$ cat src/rtl/mlp_host_seq_if.sv
// Host-side command/source bus, MLP controller request/data/result bus and
// status outputs of the MLP host sequencer, bundled for a single port.
interface mlp_host_seq_if #(
  parameter int DataWidth = 8
);
  logic                 cmd_valid_i;
  logic                 cmd_ready_o;
  logic                 cmd_op_i;
  logic                 src_valid_i;
  logic                 src_ready_o;
  logic [DataWidth-1:0] src_data_i;
  logic                 mlp_init_valid_o;
  logic                 mlp_init_ready_i;
  logic                 mlp_start_valid_o;
  logic                 mlp_start_ready_i;
  logic [DataWidth-1:0] mlp_data_o;
  logic                 mlp_result_valid_i;
  logic [DataWidth-1:0] mlp_result_data_i;
  logic                 res_valid_o;
  logic [DataWidth-1:0] res_data_o;
  logic [7:0]           res_idx_o;
  logic                 busy_o;
  logic                 done_o;
  logic                 err_o;

  modport master (
    output cmd_valid_i, cmd_op_i, src_valid_i, src_data_i,
           mlp_init_ready_i, mlp_start_ready_i, mlp_result_valid_i, mlp_result_data_i,
    input  cmd_ready_o, src_ready_o, mlp_init_valid_o, mlp_start_valid_o, mlp_data_o,
           res_valid_o, res_data_o, res_idx_o, busy_o, done_o, err_o
  );

  modport slave (
    input  cmd_valid_i, cmd_op_i, src_valid_i, src_data_i,
           mlp_init_ready_i, mlp_start_ready_i, mlp_result_valid_i, mlp_result_data_i,
    output cmd_ready_o, src_ready_o, mlp_init_valid_o, mlp_start_valid_o, mlp_data_o,
           res_valid_o, res_data_o, res_idx_o, busy_o, done_o, err_o
  );
endinterface

$ cat src/rtl/mlp_host_seq.sv
// Host sequencer for an MLP controller: streams weight or activation bursts
// into the controller, then collects the result stream of an inference run.
module mlp_host_seq #(
  parameter int DataWidth = 8,
  parameter int WordsW    = 2048,
  parameter int WordsX    = 256
) (
  input logic            clk_i,
  input logic            rst_ni,
  mlp_host_seq_if.slave  bus
);
  typedef enum logic [2:0] {IDLE, W_REQ, W_STREAM, X_REQ, X_STREAM, R_WAIT, R_COLLECT} state_t;

  localparam logic [10:0] LastW = 11'(WordsW - 1);
  localparam logic [10:0] LastX = 11'(WordsX - 1);

  state_t               state_q, state_d;
  logic [10:0]          cnt_q;
  logic                 err_q, done_q, res_valid_q;
  logic [DataWidth-1:0] res_data_q;
  logic [7:0]           res_idx_q;

  logic                 cmd_ready, src_ready, init_valid, start_valid, streaming;
  logic [DataWidth-1:0] mlp_data;
  logic                 collecting, capture, accept;

  assign collecting = (state_q == R_WAIT) || (state_q == R_COLLECT);
  assign capture    = collecting && bus.mlp_result_valid_i;
  assign accept     = (state_q == IDLE) && bus.cmd_valid_i;

  always_comb begin
    state_d     = state_q;
    cmd_ready   = 1'b0;
    src_ready   = 1'b0;
    init_valid  = 1'b0;
    start_valid = 1'b0;
    streaming   = 1'b0;
    mlp_data    = '0;
    case (state_q)
      IDLE: begin
        cmd_ready = 1'b1;
        if (bus.cmd_valid_i) state_d = bus.cmd_op_i ? X_REQ : W_REQ;
      end
      W_REQ: begin
        init_valid = 1'b1;
        if (bus.mlp_init_ready_i) state_d = W_STREAM;
      end
      X_REQ: begin
        start_valid = 1'b1;
        if (bus.mlp_start_ready_i) state_d = X_STREAM;
      end
      W_STREAM: begin
        streaming = 1'b1;
        if (cnt_q == LastW) state_d = IDLE;
      end
      X_STREAM: begin
        streaming = 1'b1;
        if (cnt_q == LastX) state_d = R_WAIT;
      end
      R_WAIT: begin
        if (bus.mlp_result_valid_i) state_d = (LastX == 11'd0) ? IDLE : R_COLLECT;
      end
      R_COLLECT: begin
        if (bus.mlp_result_valid_i && cnt_q == LastX) state_d = IDLE;
      end
      default: state_d = IDLE;
    endcase
    // Underrun words are replaced by zero so the burst never stalls.
    if (streaming) begin
      src_ready = 1'b1;
      mlp_data  = bus.src_valid_i ? bus.src_data_i : '0;
    end
  end

  always_ff @(posedge clk_i or negedge rst_ni) begin
    if (!rst_ni) begin
      state_q     <= IDLE;
      cnt_q       <= '0;
      err_q       <= 1'b0;
      done_q      <= 1'b0;
      res_valid_q <= 1'b0;
      res_data_q  <= '0;
      res_idx_q   <= '0;
    end else begin
      state_q     <= state_d;
      res_valid_q <= capture;
      done_q      <= ((state_q == W_STREAM) && (cnt_q == LastW)) ||
                     (capture && (cnt_q == LastX));
      if (capture) begin
        res_data_q <= bus.mlp_result_data_i;
        res_idx_q  <= cnt_q[7:0];
      end
      // One counter serves both the source burst and the result count.
      if (accept)         cnt_q <= '0;
      else if (streaming) cnt_q <= (state_d == state_q) ? cnt_q + 11'd1 : '0;
      else if (capture)   cnt_q <= cnt_q + 11'd1;
      if (accept) err_q <= 1'b0;
      if ((streaming && !bus.src_valid_i) || (bus.mlp_result_valid_i && !collecting))
        err_q <= 1'b1;
    end
  end

  assign bus.cmd_ready_o       = cmd_ready;
  assign bus.src_ready_o       = src_ready;
  assign bus.mlp_init_valid_o  = init_valid;
  assign bus.mlp_start_valid_o = start_valid;
  assign bus.mlp_data_o        = mlp_data;
  assign bus.res_valid_o       = res_valid_q;
  assign bus.res_data_o        = res_data_q;
  assign bus.res_idx_o         = res_idx_q;
  assign bus.busy_o            = (state_q != IDLE);
  assign bus.done_o            = done_q;
  assign bus.err_o             = err_q;
endmodule

$ cat src/flat_wrapper.sv
// flat-port wrapper written by rule: the top's interface ports become plain ports
module mlp_host_seq_flat 
#(
  parameter int DataWidth = 8,
  parameter int WordsW    = 2048,
  parameter int WordsX    = 256
)
  (clk_i, rst_ni, bus_cmd_valid_i, bus_cmd_op_i, bus_src_valid_i, bus_src_data_i, bus_mlp_init_ready_i, bus_mlp_start_ready_i, bus_mlp_result_valid_i, bus_mlp_result_data_i, bus_cmd_ready_o, bus_src_ready_o, bus_mlp_init_valid_o, bus_mlp_start_valid_o, bus_mlp_data_o, bus_res_valid_o, bus_res_data_o, bus_res_idx_o, bus_busy_o, bus_done_o, bus_err_o);
  mlp_host_seq_if #(.DataWidth(DataWidth)) bus_i ();
  input logic clk_i;
  input logic rst_ni;
  input wire logic [$bits(bus_i.cmd_valid_i)-1:0] bus_cmd_valid_i;
  input wire logic [$bits(bus_i.cmd_op_i)-1:0] bus_cmd_op_i;
  input wire logic [$bits(bus_i.src_valid_i)-1:0] bus_src_valid_i;
  input wire logic [$bits(bus_i.src_data_i)-1:0] bus_src_data_i;
  input wire logic [$bits(bus_i.mlp_init_ready_i)-1:0] bus_mlp_init_ready_i;
  input wire logic [$bits(bus_i.mlp_start_ready_i)-1:0] bus_mlp_start_ready_i;
  input wire logic [$bits(bus_i.mlp_result_valid_i)-1:0] bus_mlp_result_valid_i;
  input wire logic [$bits(bus_i.mlp_result_data_i)-1:0] bus_mlp_result_data_i;
  output wire logic [$bits(bus_i.cmd_ready_o)-1:0] bus_cmd_ready_o;
  output wire logic [$bits(bus_i.src_ready_o)-1:0] bus_src_ready_o;
  output wire logic [$bits(bus_i.mlp_init_valid_o)-1:0] bus_mlp_init_valid_o;
  output wire logic [$bits(bus_i.mlp_start_valid_o)-1:0] bus_mlp_start_valid_o;
  output wire logic [$bits(bus_i.mlp_data_o)-1:0] bus_mlp_data_o;
  output wire logic [$bits(bus_i.res_valid_o)-1:0] bus_res_valid_o;
  output wire logic [$bits(bus_i.res_data_o)-1:0] bus_res_data_o;
  output wire logic [$bits(bus_i.res_idx_o)-1:0] bus_res_idx_o;
  output wire logic [$bits(bus_i.busy_o)-1:0] bus_busy_o;
  output wire logic [$bits(bus_i.done_o)-1:0] bus_done_o;
  output wire logic [$bits(bus_i.err_o)-1:0] bus_err_o;
  assign bus_i.cmd_valid_i = bus_cmd_valid_i;
  assign bus_i.cmd_op_i = bus_cmd_op_i;
  assign bus_i.src_valid_i = bus_src_valid_i;
  assign bus_i.src_data_i = bus_src_data_i;
  assign bus_i.mlp_init_ready_i = bus_mlp_init_ready_i;
  assign bus_i.mlp_start_ready_i = bus_mlp_start_ready_i;
  assign bus_i.mlp_result_valid_i = bus_mlp_result_valid_i;
  assign bus_i.mlp_result_data_i = bus_mlp_result_data_i;
  assign bus_cmd_ready_o = bus_i.cmd_ready_o;
  assign bus_src_ready_o = bus_i.src_ready_o;
  assign bus_mlp_init_valid_o = bus_i.mlp_init_valid_o;
  assign bus_mlp_start_valid_o = bus_i.mlp_start_valid_o;
  assign bus_mlp_data_o = bus_i.mlp_data_o;
  assign bus_res_valid_o = bus_i.res_valid_o;
  assign bus_res_data_o = bus_i.res_data_o;
  assign bus_res_idx_o = bus_i.res_idx_o;
  assign bus_busy_o = bus_i.busy_o;
  assign bus_done_o = bus_i.done_o;
  assign bus_err_o = bus_i.err_o;
  mlp_host_seq #(.DataWidth(DataWidth), .WordsW(WordsW), .WordsX(WordsX)) u_core (.clk_i(clk_i), .rst_ni(rst_ni), .bus(bus_i));
endmodule
$ cat config.mk
export PLATFORM = sky130hd
export DESIGN_NAME = mlp_host_seq_flat
export DESIGN_NICKNAME = d
export VERILOG_FILES = /design/src/rtl/mlp_host_seq_if.sv /design/src/rtl/mlp_host_seq.sv /design/src/flat_wrapper.sv
export SDC_FILE = /design/constraint.sdc
export NUM_CORES = 1
export LEC_CHECK = 0
export CAP_MARGIN = 20
export CORE_MARGIN = 2
export CORE_UTILIZATION = 45
export CTS_CLUSTER_SIZE = 40
export DETAILED_ROUTE_END_ITERATION = 6
export PLACE_DENSITY_LB_ADDON = 0.1
export SYNTH_ARGS = -nofsm -noshare
export SYNTH_HDL_FRONTEND = slang
export SYNTH_SLANG_ARGS = --single-unit
$ cat constraint.sdc
create_clock -name clk_i -period 1.87 [get_ports clk_i]
set_input_delay 0.2805 -clock clk_i [delete_from_list [all_inputs] [get_ports clk_i]]
set_output_delay 0.2805 -clock clk_i [all_outputs]
set_load 0.02 [all_outputs]
# Yosys cells after proc, flatten, opt, wreduce, memory -nomap -nowiden
# Cells that the tools add are included.
# classes
add_sub_neg,1
n_eq_ne,9
n_mux,22
n_reduce_logical,17
# ops
cell,count
11-bit 2-to-1 mux,4
3-bit 2-to-1 mux,7
3-bit one-hot mux with 7 select lines,1
8-bit 2-to-1 mux,2
"11-bit by 1-bit adder with 11-bit output, second input constant",1
"11-bit equality test, second input constant",1
"11-bit by 8-bit equality test with 1-bit output, second input constant",1
"3-bit equality test, second input constant",3
1-bit logical AND,7
1-bit 2-to-1 mux,7
"3-bit by 2-bit equality test with 1-bit output, second input constant",2
3-bit nonzero test,2
"3-bit by 1-bit equality test with 1-bit output, second input constant",1
3-bit equality test,1
3-bit logical NOT,1
1-bit logical OR,3
1-bit logical NOT,2
2-bit 2-to-1 mux,1
2-bit nonzero test,1
2-bit OR reduction,1
# word_totals
register_bits,33
input_bits,24
wordCells,56

# Depth between registers and ports, before layout
# Gate-level depths: netlist of the first run.
# logic_depth
ltp_word,8
depth_mapped,7
depth_no_buf,6

# Least setup slack after synthesis of the first run
# No wires, ideal clock.
# synth_path
path_type,flip-flop to output port
start,reg u_core.state_q[2]
end,out bus_mlp_data_o[0]
arrival_ns,1.630
t_required_ns,1.590
path_slack_ns,-0.041
path_stages_with_launch,6
path_buffers,2
cell_sequence,dfrtp_1 buf_2 buf_2 nand2_1 a21oi_1 and3_1
# synth_via
elab_chain_cells,4
elab_cells_between_ends,5
# synth_lines
item,line,text
start: declaration,mlp_host_seq.sv:17,"state_t state_q, state_d;"
start signal: assignment,mlp_host_seq.sv:85,state_q <= state_d;
3-bit equality test / 3-bit by 2-bit equality test with 1-bit output (equally long branches),mlp_host_seq.sv:39,case (state_q)
2-bit OR reduction (no source line) *,--,
1-bit 2-to-1 mux *,mlp_host_seq.sv:39,
8-bit 2-to-1 mux *,mlp_host_seq.sv:69,if (streaming) begin
end: declaration,flat_wrapper.sv:24,output wire logic [$bits(bus_i.mlp_data_o)-1:0] bus_mlp_data_o;
# Mark *: on every way between the ends. The rest lies on a longest branch, timed or not.

# Final worst setup path of the first run
# layout_path
start,reg u_core.state_q[1]
end,out bus_mlp_data_o[7]
# Same word-level chain as after synthesis.

==> out/results.ini, run 1 <==
[status]
outcome=complete, no violations

[synth]
synth-seq-cells=33
synth_cell_type_count=36
synth_area_leaders=sky130_fd_sc_hd__dfrtp_1, sky130_fd_sc_hd__mux2_2, sky130_fd_sc_hd__and3_1, sky130_fd_sc_hd__nand2_1, sky130_fd_sc_hd__nor2_1
synth_seq_area_share_pct=49.2
post-synth-top-area-cell=sky130_fd_sc_hd__dfrtp_1
yosys_warn_count=0
synth_nets=195
post-synth-top-area-fraction_pct=49.2
mappedNetlistArea_sq_um=1680
synth_cells=170
post_synth.cell_area_avg_sq_um=9.87

[clock_tree]
cts_inserted_buffers=5
number_of_buffers_on_the_longest_clock_path=2
cts_tree=done
clock_sinks=33
worst_setup_hold_path_clk_slew_ns=0.07
ctsHoldBuffers=0
worst_skew_pair.late_latency_ns=0.28
clock_tree.htree_level_count=2
ctsRootBufferMaster=sky130_fd_sc_hd__clkbuf_8

[floorplanning]
fp.dieW_um=65.1
core_region_area_sq_um=3630
die_h_um=65.1
effective_utilization_at_floorplan_pct=46.2
die_area_sq_um=4230
ios=56
core.rowCount=22

[timing]
slew_violations=0
setup_viol=0
grt_setup_unrepaired=no
final.setup_skew_ns=0.00522
final.min_clock_period_ns=1.79
hold_viol=0
timing.max_slew.rel_slack_pct=69.8
fin_worst_hold_slack_ns=0.405
final.setup.tns_ns=0
setup_ws_ns=0.0765
timing_worst_slew_pin_value_ns=0.451
period_share_pct=95.9
max_freq_mhz=558

[setup_path]
timing.reg2reg.setup_slack_ns=0.11
critPathBufInv=2
worst_r2r_endpoint=u_core.cnt_q[9]
crit_slowest_cell=sky130_fd_sc_hd__dfrtp_1
gate_family_responsible_for_the_most_delay_along_the_worst_path=buffers and inverters
cp_data_required_time_ns=1.59
path_cells=buf_4, nand2b_4, a21oi_4, and3_1, clkdlybuf4s15_2
crit_cells=5
crit_path_launch=u_core.state_q[1]
setup.worst_path.start_class=register
cp.arrival_ns=1.51
worst-setup-path-type=register to output pin
critical_path.endpoint_type=output pin
max_stage_delay_ns=0.39
reg2reg_start=u_core.cnt_q[0]
critPathMaxFanout=5
cell_depth_of_the_worst_flop_to_flop_path=7

[routing]
detailed_route_via_count=1635
drt_pass1_iterations=4
detail_route.wl_per_cell_um=15.1
met3_wirelength_um=256
route.antenna.remaining_nets=0
via_per_instance_ratio=5.51
dr_wl_met2_mm=2.37
drt-met1-wl_mm=1.75
routed_wirelength_mm=4.49
drcViolationCount=0
dr.first_iter.drc_count=77
top_layer_used=met4

[power_and_ir_drop]
vdd.ir_drop.worst_mv=0.968
p_leak_nw=1.14
pwr_density_cell_nw_per_um2=1490
total_design_power_mw=3.74

[place]
post-place-cells=287
buffer_ports.inserted=55
place_hpwl_mm=3.29
placement.setup.worst_slack_ns=-0.0967
dpl_cell_area_sq_um=2410
place_congestion=0.831

[global_route]
grt_max_degree=34
all_layer_global_routing_usage_pct=23.2
number_of_global_route_vias_before_repair=1706
initial_antenna_violation_count=0
overflow=0
grt_first_pass_wirelength_mm=7.38

[min_path]
holdCritPathClass=primary input to async pin

[finish]
drive_gt1_share_pct=26.1
antennaDiodeCount=0
finish.utilization_pct=69.1
multi_input_comb_area_sq_um=810
finish.cell_count_without_fillers=297
stdcell_area_sq_um=2510
flow.area_growth_from_synthesis_pct=49.7
fillcell_total=291
final_nets=273
seq_area_sq_um=827

[job]
timing.max_cap.violations=0

[area by class of cell]
class / count / share of cell area [%]
clock buffers: 6 / 2.89
flip-flops and latches: 33 / 32.9
clock inverters: 2 / 0.399
inverters: 6 / 0.897
repair buffers: 79 / 28.3
well taps: 48 / 2.39
multi-input cells: 123 / 32.2
[layout by cell type, fill, tap and decap left out, types with 2 or more instances in the layout]
cell and n:
sky130_fd_sc_hd__a21oi_1 7, sky130_fd_sc_hd__a31oi_1 7, sky130_fd_sc_hd__and3_1 10, sky130_fd_sc_hd__buf_2 4
sky130_fd_sc_hd__buf_4 24, sky130_fd_sc_hd__clkbuf_8 5, sky130_fd_sc_hd__clkdlybuf4s15_2 4, sky130_fd_sc_hd__clkdlybuf4s50_1 42
sky130_fd_sc_hd__clkinv_2 2, sky130_fd_sc_hd__dfrtp_1 32, sky130_fd_sc_hd__dlygate4sd2_1 5, sky130_fd_sc_hd__inv_1 5
sky130_fd_sc_hd__mux2_2 14, sky130_fd_sc_hd__nand2_1 15, sky130_fd_sc_hd__nand2b_1 2, sky130_fd_sc_hd__nand3_1 9
sky130_fd_sc_hd__nand4_1 3, sky130_fd_sc_hd__nor2_1 14, sky130_fd_sc_hd__nor3_1 3, sky130_fd_sc_hd__o21ai_0 9
sky130_fd_sc_hd__o21ai_1 5, sky130_fd_sc_hd__o31ai_1 3
[synth_stat cells]
master                     instances
sky130_fd_sc_hd__o31ai_1           3
sky130_fd_sc_hd__o21ai_1           5
sky130_fd_sc_hd__and4_1            1
sky130_fd_sc_hd__or3_1             1
sky130_fd_sc_hd__and3_1           10
sky130_fd_sc_hd__dfrtp_1          33
sky130_fd_sc_hd__a221o_1           1
sky130_fd_sc_hd__o311a_1           1
sky130_fd_sc_hd__ha_1              1
sky130_fd_sc_hd__nor3b_1           1
sky130_fd_sc_hd__nor2b_1           1
sky130_fd_sc_hd__mux2i_1           1
sky130_fd_sc_hd__a21bo_2           1
sky130_fd_sc_hd__nand2_1          16
sky130_fd_sc_hd__o31ai_2           1
sky130_fd_sc_hd__and3_4            1
sky130_fd_sc_hd__inv_1             5
sky130_fd_sc_hd__buf_2             6
sky130_fd_sc_hd__a41oi_1           1
sky130_fd_sc_hd__a22o_1            1
sky130_fd_sc_hd__nor2_1           14
sky130_fd_sc_hd__nor3_1            4
sky130_fd_sc_hd__a31oi_1           7
sky130_fd_sc_hd__o211ai_2          1
sky130_fd_sc_hd__clkbuf_1          1
sky130_fd_sc_hd__o311ai_1          1
sky130_fd_sc_hd__a21oi_1           8
sky130_fd_sc_hd__buf_6             2
sky130_fd_sc_hd__inv_2             1
sky130_fd_sc_hd__mux2_2           14
sky130_fd_sc_hd__o41ai_1           1
sky130_fd_sc_hd__nand4_1           3
sky130_fd_sc_hd__nand2b_1          3
sky130_fd_sc_hd__o21ai_0           9
sky130_fd_sc_hd__nand3_1           9
sky130_fd_sc_hd__xor2_1            1
[repair_timing]
action / in CTS / in global routing
pin swaps: 0 / 1
gates resized for setup: 32 / 8
endpoints found under the setup margin: 13 / 9
cloned: 0 / 1
setup buffers: 0 / 1
[power by group]
group	total [mW]	switching, mW	internal [mW]	leakage, nW
Clock	0.513	0.256	0.258	0.0450
Combinational	2.16	1.12	1.03	0.666
Sequential	1.08	0.144	0.932	0.426
Total	3.74	1.52	2.22	1.14
[per-layer routing]
| metal | vias up | track usage (%) |
|---|---|---|
| met1 | 786 | 24.9 |
| met5 | - | 0 |
| li1 | 774 | - |
| met4 | 0 | 10.9 |
| met2 | 62 | 42.5 |
| met3 | 13 | 5.38 |
[registers in the layout (all words and copies together) (netlist names)]
name,flops
u_core.bus.done_o,1
u_core.cnt_q,11
u_core.bus.res_data_o,8
u_core.state_q,3
u_core.bus.err_o,1
u_core.bus.res_idx_o,8
u_core.bus.res_valid_o,1
[how the worst max path moves through the flow]
| stage | endpoint |
|---|---|
| after global routing | bus_mlp_data_o[0] |
| after CTS | bus_mlp_data_o[4] |
| final | bus_mlp_data_o[7] |
| after detailed placement | bus_mlp_data_o[3] |
| after floorplan | bus_busy_o |
| after global placement | bus_mlp_data_o[0] |
[worst reg2reg max path: cells and delay by family, from the launching register on]
| kind | cells | cell delay [ns] |
|---|---|---|
| DFF | 1 | 0.35 |
| buffers and inverters | 1 | 0.17 |
| adders and majority gates | 1 | 0.24 |
| AOI/OAI and AO/OA | 4 | 0.75 |
| and+or+nand+nor | 1 | 0.14 |
[logic make-up after synthesis]
kind of cell / Yosys count / share of synthesized area [%]
buffers and inverters: 15 / 4.70
adder cells (fa/ha/maj): 1 / 0.746
multiplexers: 15 / 9.99
AND/OR/NAND/NOR: 64 / 18.9
XOR/XNOR: 1 / 0.522
flip-flops: 33 / 49.2
AO/OA/AOI/OAI: 41 / 15.9
Power figures use the tool's default switching activity.
==> inputs of run 2 (changes only) <==
--- a/config.mk
+++ b/config.mk
@@ -14,3 +14,4 @@
 export SYNTH_ARGS = -nofsm -noshare
 export SYNTH_HDL_FRONTEND = slang
 export SYNTH_SLANG_ARGS = --single-unit
+export TNS_END_PERCENT = 20
==> run 2 against run 1 <==
Against the previous run:
- via count shrank 2.0%
- non-clock buffer count shrank 1
- highest routed layer unchanged
- global-route usage is the same
==> out/results.ini, run 2 (synthesis gave the netlist of run 1 again) <==
[status]
outcome=complete, no violations

[timing]
timing_worst_slew_pin_value_ns=0.447  ; -0.00406 ns
slew_violations=0  ; unchanged
max_freq_mhz=543  ; -2.6%
hold_viol=0  ; unchanged
grt_setup_unrepaired=yes
final.setup_skew_ns=0.00422  ; -0.000995 ns
setup_viol=0  ; unchanged
final.min_clock_period_ns=1.84  ; +0.0471 ns
timing.max_slew.rel_slack_pct=70.1  ; +0.27 points
period_share_pct=98.4  ; +2.5 points
fin_worst_hold_slack_ns=0.405  ; +0.000197 ns

[global_route]
grt_first_pass_wirelength_mm=7.38  ; unchanged
overflow=0  ; unchanged
initial_antenna_violation_count=0  ; unchanged
number_of_global_route_vias_before_repair=1706  ; unchanged
all_layer_global_routing_usage_pct=23.2  ; unchanged
grt_max_degree=34  ; unchanged

[clock_tree]
worst_setup_hold_path_clk_slew_ns=0.07  ; about the same
worst_skew_pair.late_latency_ns=0.28  ; about the same
number_of_buffers_on_the_longest_clock_path=2  ; unchanged
cts_inserted_buffers=5  ; unchanged
cts_tree=done
clock_sinks=33  ; unchanged
clock_tree.htree_level_count=2  ; unchanged
ctsRootBufferMaster=sky130_fd_sc_hd__clkbuf_8
cts_post_setup_buffers_inserted=0  ; unchanged

[floorplanning]
effective_utilization_at_floorplan_pct=46.2  ; unchanged
fp.dieW_um=65.1  ; unchanged
core_region_area_sq_um=3630  ; unchanged
core.rowCount=22  ; unchanged
die_area_sq_um=4230  ; unchanged
ios=56  ; unchanged
die_h_um=65.1  ; unchanged

[finish]
multi_input_comb_area_sq_um=805  ; -0.62%
flow.area_growth_from_synthesis_pct=48.9
layout.cells.most_common=sky130_fd_sc_hd__clkdlybuf4s50_1
drive_gt1_share_pct=26.2  ; +0.11 points
fillcell_total=292  ; +0.34%
antennaDiodeCount=0  ; unchanged
stdcell_area_sq_um=2500  ; -0.50%
finish.utilization_pct=68.8  ; -0.34 points
largest_reg_flops=11  ; unchanged
most_flops_register=u_core.cnt_q
final_nets=272  ; -0.37%
seq_area_sq_um=827  ; unchanged
most-common-layout-cells=sky130_fd_sc_hd__clkdlybuf4s50_1, sky130_fd_sc_hd__dfrtp_1, sky130_fd_sc_hd__buf_4, sky130_fd_sc_hd__nand2_1

[routing]
route.antenna.remaining_nets=0  ; unchanged
via_per_instance_ratio=5.42  ; -1.6%
drcViolationCount=0  ; unchanged
detailed_route_via_count=1603  ; -2.0%
detail_route.wl_per_cell_um=15.2  ; +0.78%
dr.first_iter.drc_count=84  ; +9.1%
routed_wirelength_mm=4.51  ; +0.45%
drt_pass1_iterations=4  ; unchanged

[setup_path]
cell_depth_of_the_worst_flop_to_flop_path=7  ; unchanged
crit_path_launch=u_core.state_q[2]
critPathMaxFanout=5  ; unchanged
path_cells=nand2b_2, a21oi_4, and3_1, clkdlybuf4s15_2
worst-setup-path-type=register to output pin
setup.worst_path.start_class=register
gate_family_responsible_for_the_most_delay_along_the_worst_path=simple AND/OR/NAND/NOR gates
cp.arrival_ns=1.56  ; +0.05 ns
crit_cells=4  ; -1
critical_path.endpoint_type=output pin
reg2reg_start=u_core.cnt_q[0]
critPathBufInv=1  ; -1
max_stage_delay_ns=0.40  ; about the same
cp_data_required_time_ns=1.59  ; about the same
crit_slowest_cell=sky130_fd_sc_hd__dfrtp_1

[min_path]
holdCritPathClass=primary input to async pin

[power_and_ir_drop]
pwr_density_cell_nw_per_um2=1490  ; -0.22%
vdd.ir_drop.worst_mv=0.967  ; about the same
total_design_power_mw=3.72  ; -0.71%
p_leak_nw=1.14  ; about the same

[place]
place_hpwl_mm=3.29  ; unchanged
buffer_ports.inserted=55  ; unchanged
dpl_cell_area_sq_um=2410  ; unchanged
place_congestion=0.831  ; unchanged

[job]
timing.max_cap.violations=0  ; unchanged

## run 2: stage by stage
step           std cells  setup slack [ns]  TNS, ns
6_report             296            0.0294        0
3_5_place_dp         287           -0.0967   -0.635
3_3_place_gp         287           -0.0115  -0.0601
2_1_floorplan        170            0.0300        0
4_1_cts              295            -0.128   -0.128
5_1_grt              296           -0.0275  -0.0799
## run 2: final cells by class
type / count / area share (%)
Sequential cell: 33 / 33.1
Multi-Input combinational cell: 123 / 32.2
Timing Repair Buffer: 78 / 28.1
Clock buffer: 6 / 2.90
Tap cell: 48 / 2.40
Inverter: 6 / 0.901
Clock inverter: 2 / 0.401
## run 2: path summary, 6_finish.rpt
| kind | endpoint | slack (ns) |
|---|---|---|
| max in group asynchronous | u_core.state_q[0] | 1.14 |
| max reg2reg | u_core.cnt_q[9] | 0.11 |
| max | bus_mlp_data_o[7] | 0.03 |
| min | u_core.bus.done_o | 0.41 |
| min in group clk_i | u_core.bus.err_o | 0.48 |
| min reg2reg | u_core.bus.err_o | 0.48 |
## run 2: layer usage
layer	global-route usage (%)	vias to the layer above	routed length, um
met5	0	-	0
li1	-	771	-
met1	24.9	767	1800
met2	42.5	52	2370
met4	10.9	0	121
met3	5.38	13	220
## run 2: repair_timing
item | CTS | global route
gates cloned | 0 | 1
hold endpoints to repair | 0 | 0
hold buffers | 0 | 0
pin swaps | 0 | 1
resized for setup | 31 | 10
setup endpoints to repair | 13 | 10
## run 2: report_power, final
part           total (mW)  internal [mW]  switching, mW
sequential           1.08          0.932          0.144
combinational        2.13           1.01           1.11
clock               0.515          0.258          0.257
total                3.72           2.20           1.51
==> inputs of run 3 (changes only) <==
--- a/config.mk
+++ b/config.mk
@@ -6,8 +6,10 @@
 export NUM_CORES = 1
 export LEC_CHECK = 0
 export CAP_MARGIN = 20
+export CELL_PAD_IN_SITES_DETAIL_PLACEMENT = 0
+export CELL_PAD_IN_SITES_GLOBAL_PLACEMENT = 2
 export CORE_MARGIN = 2
-export CORE_UTILIZATION = 45
+export CORE_UTILIZATION = 27
 export CTS_CLUSTER_SIZE = 40
 export DETAILED_ROUTE_END_ITERATION = 6
 export PLACE_DENSITY_LB_ADDON = 0.1
==> run 3 against run 2 <==
Against the previous run:
- fmax up 3.5%
- core utilization down 24 points
- cell count up 13%
- sequential power about the same
- critical path depth up 1
- via count up 1.7%
- clock skew up 0.0044 ns
- critical path type unchanged
- largest cell class unchanged
- highest routed layer unchanged
==> out/results.ini, run 3 (synthesis gave the netlist of run 1 again) <==
[setup_path]
critPathMaxFanout=4  ; -1
setup.worst_path.start_class=register
crit_path_frequent_cell=sky130_fd_sc_hd__buf_4
worst-setup-path-type=register to output pin
cp.arrival_ns=1.50  ; -0.06 ns
critical_path.endpoint_type=output pin
max_stage_delay_ns=0.39  ; about the same
path_cells=buf_4, nand2b_4, buf_4, nor2_1, dlygate4sd2_1
crit_slowest_cell=sky130_fd_sc_hd__dfrtp_2
cp_data_required_time_ns=1.59  ; about the same

[power_and_ir_drop]
sw_frac_of_total_pct=38.5  ; -2.2 points
p_leak_nw=1.21  ; +6.0%
power_switching_mw=1.55  ; +2.0%
pwr_density_cell_nw_per_um2=1520  ; +2.0%
total_design_power_mw=4.01  ; +7.9%
power.share.combinational_pct=55.4  ; -1.8 points
vdd.ir_drop.worst_mv=0.669  ; -31%
power.share.sequential_pct=26.9  ; -2.0 points
clkPwrFrac_pct=17.8  ; +4.0 points
int_power_mw=2.47  ; +12%

[place]
dpl_cell_area_sq_um=2500  ; +3.9%
place_congestion=0.768  ; -7.5%
placement.setup.worst_slack_ns=-0.0810  ; +0.0157 ns
buffer_ports.inserted=55  ; unchanged
place_hpwl_mm=3.64  ; +11%

[timing]
max_freq_mhz=562  ; +3.5%
hold_viol=0  ; unchanged
final.setup_skew_ns=0.00866  ; +0.00444 ns
period_share_pct=95.1  ; -3.4 points
final.setup.tns_ns=0  ; unchanged
setup_ws_ns=0.0922  ; +0.0628 ns
grt_setup_unrepaired=no
timing_worst_slew_pin_value_ns=0.439  ; -0.00760 ns
timing.max_slew.rel_slack_pct=70.7  ; +0.62 points
setup_viol=0  ; unchanged
slew_violations=0  ; unchanged
final.min_clock_period_ns=1.78  ; -0.0628 ns

[clock_tree]
clock_sinks=33  ; unchanged
clock_tree.htree_level_count=2  ; unchanged
cts_tree=done
cts_inserted_buffers=5  ; unchanged
worst_skew_pair.late_latency_ns=0.29  ; about the same
worst_setup_hold_path_clk_slew_ns=0.07  ; about the same
number_of_buffers_on_the_longest_clock_path=2  ; unchanged
ctsRootBufferMaster=sky130_fd_sc_hd__clkbuf_8

[global_route]
grt_first_pass_wirelength_mm=8.20  ; +11%
number_of_global_route_vias_before_repair=1649  ; -3.3%
grt_max_degree=34  ; unchanged
initial_antenna_violation_count=0  ; unchanged
all_layer_global_routing_usage_pct=14.6  ; -8.5 points
overflow=0  ; unchanged

[floorplanning]
core_region_area_sq_um=5960  ; +64%
die_area_sq_um=6860  ; +62%
effective_utilization_at_floorplan_pct=28.2  ; -18 points
core.rowCount=28  ; +27%
fp.dieW_um=82.8  ; +27%
die_h_um=82.8  ; +27%
ios=56  ; unchanged

[status]
outcome=complete, no violations

[routing]
met3_wirelength_um=215  ; -2.3%
dr.first_iter.drc_count=55  ; -35%
via_per_instance_ratio=4.90  ; -9.6%
drt-met1-wl_mm=2.31  ; +28%
detail_route.wl_per_cell_um=14.4  ; -5.5%
dr_wl_met2_mm=2.21  ; -6.6%
detailed_route_via_count=1631  ; +1.7%
top_layer_used=met4
drcViolationCount=0  ; unchanged
route.antenna.remaining_nets=0  ; unchanged
drt_pass1_iterations=4  ; unchanged
routed_wirelength_mm=4.80  ; +6.3%

[finish]
final_nets=282  ; +3.7%
antennaDiodeCount=0  ; unchanged
flow.area_growth_from_synthesis_pct=57.6
largest_reg_flops=11  ; unchanged
most-common-layout-cells=sky130_fd_sc_hd__clkdlybuf4s50_1, sky130_fd_sc_hd__buf_4, sky130_fd_sc_hd__dfrtp_1, sky130_fd_sc_hd__nand2_1
finish.utilization_pct=44.4  ; -24 points
drive_gt1_share_pct=28.7  ; +2.5 points
stdcell_area_sq_um=2640  ; +5.8%
layout.cells.most_common=sky130_fd_sc_hd__clkdlybuf4s50_1
most_flops_register=u_core.cnt_q

[job]
timing.max_cap.violations=0  ; unchanged

[min_path]
holdCritPathClass=primary input to async pin

[run 3: metrics by stage]
stage          cells  hold slack [ns]
2_1_floorplan    170          -0.0151
3_3_place_gp     322            0.463
3_5_place_dp     322            0.480
4_1_cts          332            0.424
5_1_grt          333            0.436
6_report         333            0.407
[run 3: metal layers]
layer  vias to the layer above  track usage (%)
met5                         -                0
met4                         0             4.47
met3                         7             2.88
met2                        48             23.1
met1                       789             20.3
li1                        787                -
[run 3: what timing repair did]
action / 4_1_cts / 5_1_grt
buffers inserted: 2 / 1
gates resized for setup: 40 / 7
hold buffers: 0 / 0
setup endpoints to repair: 13 / 21
pin swaps: 1 / 0
[run 3: area by class of cell]
type                            count  area (sq um)
Clock buffer                        6          82.6
Clock inverter                      2          37.5
Fill cell                         604          3310
Inverter                            6          22.5
Multi-Input combinational cell    122           806
Sequential cell                    33           828
Tap cell                           75          93.8
Timing Repair Buffer               89           773
[run 3: final timing paths]
path | startpoint | to | slack (ns) | cells after the start
max | u_core.state_q[1] | bus_mlp_start_valid_o | 0.09 | 5
max in group asynchronous | rst_ni | u_core.state_q[0] | 1.12 | 2
min | rst_ni | u_core.bus.res_data_o[7] | 0.41 | 2
max reg2reg | u_core.state_q[0] | u_core.bus.res_data_o[6] | 0.11 | 5
min in group clk_i | u_core.bus.err_o | u_core.bus.err_o | 0.49 | 2
min reg2reg | u_core.bus.err_o | u_core.bus.err_o | 0.49 | 2
[run 3: critical path, delay by kind of cell, from the launching register on]
| family | cells | cell delay [ns] |
|---|---|---|
| DFF | 1 | 0.39 |
| buffers and inverters | 3 | 0.62 |
| and+or+nand+nor | 2 | 0.21 |
[run 3: power by group through the flow]
stage	clock, mW	combinational [mW]	sequential, mW
finish	0.713	2.22	1.08
global route	0.768	2.43	1.11
CTS	0.736	2.20	1.09
detailed placement	0	2.18	1.09
global placement	0	2.16	1.07
floorplan	0	1.00	1.24
